--- src/rtl/imem_loader_pkg.sv ---
// Shared types and constants for the boot-time instruction-memory loader.
// Optional checksum trailer is enabled by IMEM_LOADER_CHECKSUM_EN.
package imem_loader_pkg;

  typedef enum logic [2:0] {
    S_HDR0,
    S_HDR1,
    S_DATA,
    S_CSUM,
    S_DONE,
    S_ERR
  } state_t;

  localparam int BYTES_PER_WORD = 4;
  localparam int HDR_BYTES      = 2;

endpackage

--- src/rtl/imem_loader_byte_packer.sv ---
// Packs accepted bytes big-endian into 32-bit words; emits a 1-cycle registered word pulse
// the cycle after the 4th byte, holding a partial word indefinitely while no bytes arrive.
module imem_loader_byte_packer
  import imem_loader_pkg::*;
(
  input  logic        clk,
  input  logic        Reset,
  input  logic        i_byte_vld,
  input  logic [7:0]  i_byte_dat,
  output logic        o_last_byte,
  output logic        o_word_vld,
  output logic [31:0] o_word_dat
);

  logic [1:0]  r_idx;
  logic [23:0] r_shift;
  logic        r_word_vld;
  logic [31:0] r_word;

  assign o_last_byte = (r_idx == 2'(BYTES_PER_WORD - 1));
  assign o_word_vld  = r_word_vld;
  assign o_word_dat  = r_word;

  always_ff @(posedge clk or posedge Reset) begin
    if (Reset) begin
      r_idx      <= 2'd0;
      r_shift    <= 24'd0;
      r_word_vld <= 1'b0;
      r_word     <= 32'd0;
    end else begin
      r_word_vld <= 1'b0;
      if (i_byte_vld) begin
        r_idx <= r_idx + 2'd1;
        // Earlier bytes have shifted up, so the first byte ends up in the MSB.
        if (o_last_byte) begin
          r_word_vld <= 1'b1;
          r_word     <= {r_shift, i_byte_dat};
        end else begin
          r_shift <= {r_shift[15:0], i_byte_dat};
        end
      end
    end
  end

endmodule

--- src/rtl/imem_loader.sv ---
// Boot loader: parses a 16-bit word-count header, writes packed words to imem from address 0,
// holds the core in reset until done. Optional checksum trailer via IMEM_LOADER_CHECKSUM_EN.
module imem_loader
  import imem_loader_pkg::*;
#(
  parameter int ADDR_W = 10
) (
  input  logic              clk,
  input  logic              Reset,
  input  logic              start,
  input  logic              in_valid,
  input  logic [7:0]        in_data,
  output logic              in_ready,
  output logic              imem_we,
  output logic [ADDR_W-1:0] imem_addr,
  output logic [31:0]       imem_wdata,
  output logic              cpu_hold,
  output logic              load_done,
  output logic              load_err,
  output logic [ADDR_W:0]   word_cnt
);

  localparam int DEPTH = 2 ** ADDR_W;
  localparam logic [ADDR_W:0] CNT_ONE = 1;

  state_t                   r_state;
  logic [7:0]               r_nhi;
  logic [8*HDR_BYTES-1:0]   r_n;
  logic [ADDR_W:0]          r_cnt;
  logic [ADDR_W-1:0]        r_addr;
  logic                     r_full;
  logic                     r_hold;
  logic                     r_done;
  logic                     r_err;
`ifdef IMEM_LOADER_CHECKSUM_EN
  logic [7:0]               r_csum;
`endif

  logic                     w_rx;
  logic                     w_acc;
  logic                     w_data_acc;
  logic                     w_last_byte;
  logic [8*HDR_BYTES-1:0]   w_n;

  // Once the final data byte is in, stop taking bytes until the state moves on.
  assign w_rx = (r_state == S_HDR0) || (r_state == S_HDR1) || (r_state == S_CSUM) ||
                ((r_state == S_DATA) && !r_full);
  assign in_ready   = w_rx & ~Reset;
  assign w_acc      = in_valid & in_ready;
  assign w_data_acc = w_acc & (r_state == S_DATA);
  assign w_n        = {r_nhi, in_data};

  imem_loader_byte_packer u_packer (
    .clk         (clk),
    .Reset       (Reset),
    .i_byte_vld  (w_data_acc),
    .i_byte_dat  (in_data),
    .o_last_byte (w_last_byte),
    .o_word_vld  (imem_we),
    .o_word_dat  (imem_wdata)
  );

  assign imem_addr = r_addr;
  assign cpu_hold  = r_hold;
  assign load_done = r_done;
  assign load_err  = r_err;
  assign word_cnt  = r_cnt;

  always_ff @(posedge clk or posedge Reset) begin
    if (Reset) begin
      r_state <= S_HDR0;
      r_nhi   <= 8'd0;
      r_n     <= '0;
      r_cnt   <= '0;
      r_addr  <= '0;
      r_full  <= 1'b0;
      r_hold  <= 1'b1;
      r_done  <= 1'b0;
      r_err   <= 1'b0;
`ifdef IMEM_LOADER_CHECKSUM_EN
      r_csum  <= 8'd0;
`endif
    end else begin
      case (r_state)
        S_HDR0: begin
          if (w_acc) begin
            r_nhi   <= in_data;
            r_state <= S_HDR1;
          end
        end
        S_HDR1: begin
          if (w_acc) begin
            r_n <= w_n;
            if (w_n == '0) begin
`ifdef IMEM_LOADER_CHECKSUM_EN
              r_state <= S_CSUM;
`else
              r_state <= S_DONE;
              r_hold  <= 1'b0;
              r_done  <= 1'b1;
`endif
            end else if (32'(w_n) > 32'(DEPTH)) begin
              r_state <= S_ERR;
              r_err   <= 1'b1;
            end else begin
              r_state <= S_DATA;
            end
          end
        end
        S_DATA: begin
          if (w_data_acc) begin
`ifdef IMEM_LOADER_CHECKSUM_EN
            r_csum <= r_csum ^ in_data;
`endif
            if (w_last_byte) begin
              r_addr <= r_cnt[ADDR_W-1:0];
              r_cnt  <= r_cnt + CNT_ONE;
              if (32'(r_cnt) + 32'd1 == 32'(r_n)) r_full <= 1'b1;
            end
          end
          // r_full is high exactly during the final word's write pulse.
          if (r_full) begin
            r_full <= 1'b0;
`ifdef IMEM_LOADER_CHECKSUM_EN
            r_state <= S_CSUM;
`else
            r_state <= S_DONE;
            r_hold  <= 1'b0;
            r_done  <= 1'b1;
`endif
          end
        end
`ifdef IMEM_LOADER_CHECKSUM_EN
        S_CSUM: begin
          if (w_acc) begin
            if (in_data == r_csum) begin
              r_state <= S_DONE;
              r_hold  <= 1'b0;
              r_done  <= 1'b1;
            end else begin
              r_state <= S_ERR;
              r_err   <= 1'b1;
            end
          end
        end
`endif
        S_DONE, S_ERR: begin
          if (start) begin
            r_state <= S_HDR0;
            r_hold  <= 1'b1;
            r_done  <= 1'b0;
            r_err   <= 1'b0;
            r_cnt   <= '0;
            r_addr  <= '0;
`ifdef IMEM_LOADER_CHECKSUM_EN
            r_csum  <= 8'd0;
`endif
          end
        end
        default: r_state <= S_HDR0;
      endcase
    end
  end

endmodule

--- config.mk ---
export PLATFORM = sky130hd
export DESIGN_NAME = imem_loader
export DESIGN_NICKNAME = d
export VERILOG_FILES = /design/src/rtl/imem_loader_pkg.sv /design/src/rtl/imem_loader_byte_packer.sv /design/src/rtl/imem_loader.sv
export SDC_FILE = /design/constraint.sdc
export NUM_CORES = 1
export LEC_CHECK = 0
export CORE_MARGIN = 2
export CORE_UTILIZATION = 54
export DETAILED_ROUTE_END_ITERATION = 8
export PLACE_DENSITY_LB_ADDON = 0.3
export SYNTH_ARGS = -nofsm -noshare
export SYNTH_HDL_FRONTEND = slang
export SYNTH_SLANG_ARGS = --single-unit
export TNS_END_PERCENT = 50
--- constraint.sdc ---
create_clock -name clk -period 4.4 [get_ports clk]
set_clock_uncertainty 0.1 [all_clocks]
set_input_delay 0.88 -clock clk [delete_from_list [all_inputs] [get_ports clk]]
set_output_delay 0.88 -clock clk [all_outputs]
set_load 0.02 [all_outputs]
Word level (Yosys, flattened, before mapping)
Index checks and enable logic that the tools add are counted.
{"block": "classes", "n_addsub": 3, "n_lt_le_gt_ge": 1, "n_eq_ne": 16, "muxes": 35, "bitwise": 5, "n_reduce_logical": 19}
{"operator": "2-to-1 mux 11 bit", "count": 3}
{"operator": "2-to-1 mux 10 bit", "count": 3}
{"operator": "case mux 11 bit (2 select lines)", "count": 1}
{"operator": "case mux 10 bit (2 select lines)", "count": 1}
{"operator": "2-to-1 mux 3 bit", "count": 6}
{"operator": "2-to-1 mux 1 bit", "count": 17}
{"operator": "equality test 12 x 16 -> 1 bit", "count": 1}
{"operator": "greater-than comparator 16 x 11 -> 1 bit, second input constant", "count": 1}
{"operator": "logical NOT 16 bit", "count": 1}
{"operator": "adder 11 x 1 -> 12 bit, second input constant", "count": 1}
{"operator": "case mux 3 bit (4 select lines)", "count": 1}
{"operator": "adder 11 x 1 -> 11 bit, second input constant", "count": 1}
{"operator": "!= test 2 bit, second input constant", "count": 5}
{"operator": "AND reduction 5 bit", "count": 2}
{"operator": "!= test 2 x 1 -> 1 bit, second input constant", "count": 4}
{"operator": "AND reduction 2 bit", "count": 4}
{"operator": "AND reduction 4 bit", "count": 2}
{"operator": "equality test 3 x 2 -> 1 bit, second input constant", "count": 2}
{"operator": "equality test 3 bit, second input constant", "count": 2}
{"operator": "case mux 1 bit (3 select lines)", "count": 2}
{"operator": "nonzero test 2 bit", "count": 2}
{"operator": "AND 1 bit", "count": 3}
{"operator": "equality test 3 x 1 -> 1 bit, second input constant", "count": 1}
{"operator": "logical NOT 3 bit", "count": 1}
{"operator": "9 further kinds", "count": 12}
{"block": "totals", "regBits": 111, "input_bits": 12, "output_inout_bits": 58, "word_cells": 92}

Logic depth before layout (Yosys ltp)
{"block": "logic_depth", "depth_word": 9, "depth_mapped": 8, "depth_no_buf": 6}

Hierarchy
A second synthesis with hierarchy kept.
{"block": "hier_totals", "cells_unflattened": 391, "hier_area_um2": 5006.1}
{"mod": "imem_loader", "n_inst": 1, "cells_each": 263, "area_per_inst_um2": 2671.3, "seq_area_each_um2": 1302.5}
{"mod": "imem_loader_byte_packer", "n_inst": 1, "cells_each": 128, "area_per_inst_um2": 2334.7, "seq_area_each_um2": 1476.4}

Least setup slack after synthesis
OpenSTA, ideal clock, no wires.
{"block": "synth_path", "path_kind": "input -> output", "start": "input Reset", "end": "output in_ready", "arrival_time_ps": 1413, "required_time_ps": 3420, "path_slack_ps": 2007, "path_stages": 1, "path_buffers": 0, "cell_sequence": "nor3_1"}
{"block": "synth_between", "elab_chain_len": 2}
{"element": "start, declared", "line": "imem_loader.sv:9", "text": "input logic Reset,"}
{"element": "inverter 1 bit", "line": "imem_loader.sv:48", "text": "assign in_ready = w_rx & ~Reset;"}
{"element": "AND 1 bit", "line": "imem_loader.sv:48"}
{"element": "end, declared", "line": "imem_loader.sv:13", "text": "output logic in_ready,"}
No other way between the ends.

Final worst setup path
Ends and elaborated chain as after synthesis.

==> results.toml <==
[outcome]
status = "completed"

[detailed_routing]
num_vias = 3591
detail_route.wl_per_cell_um = 15.7
highest_layer = "met4"
met1Wirelength_um = 4690
drt-pass1-iter-count = 4
route.detailed.drc = 0
drtIter0Drc = 114
dr_wl_met2_um = 4920
wl_met3_um = 528
postRouteAntennaNets = 0
viasPerCell = 5.50
totalWireLength_um = 10300

[logic_synthesis]
synth_area_um2 = 4770
avgSynthCellArea_um2 = 10.0
yosysUniqueCellTypes = 49
ys_top_cells_by_area = "dfrtp_1 58%, nand2_1 14%, mux2_2 7.8%"
mappedNetlistNets = 491
synthCells = 477
seq_area_frac_synth = 0.582
synth_top_area_share = 0.577
synthFlopType = "dfrtp_1"
synth_warnings = 0
synth_largest_area_cell = "dfrtp_1"
ys_async_sr_fraction = 1.00
synth_edf_count = 0
ys_ff_latch = 111

[sta]
hold_viol_final = 0
tightestPinTransition_ns = 1.06
setup_viol = 0
tns_ns = 0
period_share = 0.735
drv_slew = 0
rsz0062_at_grt = "false"
slew_headroom = 0.289
max_freq_mhz = 309
finalCriticalPeriod_ns = 3.23

[setup_path]
path_max_fanout = 3
cp.arrival_ns = 2.25
worstSetupStartpointType = "input pin"
worstSetupEndpointType = "output port"
path_class = "in2out"
cp.required_ns = 3.42

[die]
start_util = 0.552
design.die.area_um2 = 9600
die_x_um = 98.0
io_pins = 70
core_um2 = 8640
die_h_um = 98.0
rows = 34

[clocking]
clock-root-buffer = "clkbuf_8"
cts_sinks = 111
h-tree-depth = 3
cts_buffers = 9
cts_resized = 0
ctsHoldBuffers = 0
clock_latency_ns = 0.37
cts_tree = "built"
cts.path.max_buffers = 2
clkTransAtPathRegs_ns = 0.10
post_cts.repair.setup_buffers = 0

[placement]
port_buffers = 69
placed_area_um2 = 5550
dp_hpwl_um = 6900
gp_congestion = 0.843

[cells_and_area]
drive_above_1_share = 0.114
design_area_um2 = 5760
layout_commonest_cell = "nand2_1"
final_cell_mix = "174 x nand2_1, 110 x dfrtp_1, 69 x clkdlybuf4s50_1"
diodes = 0
nNetsFinal = 554
area_delta_synth_final_pct = 20.8

[run]
cap_viol_max_count = 0

[hold_path]
hp-class = "reg2reg"

[pwr]
power_density_nw_per_um2 = 411
p_leak_nw = 2.80
peakVddDrop_mv = 0.257

[global_route]
grt.total_usage = 0.223
grt_pass1_vias = 3435
grt_pass1_wl_um = 17200
grt_antenna_before_repair = 0
grt-ovfl-total = 0
grt_start_max_net_pins = 72
## cell type report
| type | count | area [um2] |
|---|---|---|
| Clock buffer | 10 | 138 |
| Clock inverter | 6 | 73.8 |
| Fill cell | 672 | 2870 |
| Inverter | 8 | 32.5 |
| Multi-Input combinational cell | 336 | 1860 |
| Sequential cell | 111 | 2780 |
| Tap cell | 108 | 135 |
| Timing Repair Buffer | 74 | 741 |
## cell families (layout without fill, tap and decap cells)
group	count (synthesis)	count (layout)	synth area share
AO/OA/AOI/OAI	42	42	0.0564
multiplexers	33	33	0.0779
adder cells (fa/ha/maj)	2	2	0.00524
buffers and inverters	30	98	0.0268
AND/OR/NAND/NOR	241	241	0.218
XOR/XNOR	18	18	0.0330
flip-flops	111	111	0.582
## state kept, by name (all words and copies together) (netlist names)
register,flops
u_packer.o_word_vld,1
r_n,16
load_err,1
r_full,1
word_cnt,11
load_done,1
imem_addr,10
r_state,3
u_packer.r_shift,24
cpu_hold,1
u_packer.o_word_dat,32
u_packer.r_idx,2
r_nhi,8
## cell usage after synthesis (2+ instances only)
cell type / number
nand2_1: 174
dfrtp_1: 110
mux2_2: 33
nand3_1: 24
o21ai_0: 19
clkbuf_1: 14
nor2_1: 14
xnor2_1: 10
xor2_1: 8
inv_1: 7
buf_2: 6
nor3_1: 6
nand4_1: 3
nor2b_1: 3
nor4_1: 3
o21ai_1: 3
a21oi_1: 2
a31oi_1: 2
and4_1: 2
buf_4: 2
ha_1: 2
o31ai_1: 2
o41ai_1: 2
## path summary, 6_finish.rpt
check	depth (start not counted)	end	slack, ns	from
max in group asynchronous	3	u_packer.r_shift[23]$_DFFE_PP0P_	2.50	Reset
min reg2reg	2	u_packer.o_word_dat[31]$_DFFE_PP0P_	0.38	u_packer.r_shift[23]$_DFFE_PP0P_
max reg2reg	7	u_packer.o_word_dat[2]$_DFFE_PP0P_	2.06	r_state[2]$_DFFE_PP0P_
min in group asynchronous	2	u_packer.o_word_dat[16]$_DFFE_PP0P_	0.99	Reset
max	3	in_ready	1.17	Reset
min	2	u_packer.o_word_dat[31]$_DFFE_PP0P_	0.38	u_packer.r_shift[23]$_DFFE_PP0P_
## stage by stage
step	instances	total power, mW	utilization	hold WS [ns]	setup WS [ns]
after floorplan	477	1.60	-	0.335	0.491
after global placement	637	1.71	0.643	0.350	1.18
after detailed placement	637	1.74	0.643	0.355	1.15
after CTS	653	2.38	0.667	0.382	1.15
after global routing	653	2.49	0.667	0.407	1.08
final	653	2.37	0.667	0.381	1.17
## report_power, final
group	internal (mW)	total, mW	switching, mW
Sequential	1.16	1.29	0.123
Combinational	0.202	0.439	0.237
Clock	0.287	0.646	0.359
## routing by layer
metal,global-route usage,vias to the layer above
li1,-,1704
met1,0.316,1784
met2,0.352,94
met3,0.0523,9
met4,0.0556,0
met5,0,-
## worst max-delay path: stages
cell	delay, ns
clkdlybuf4s50_1	0.47
nor3_1	0.25
clkdlybuf4s50_1	0.65
(Power assumes the default switching activity.)
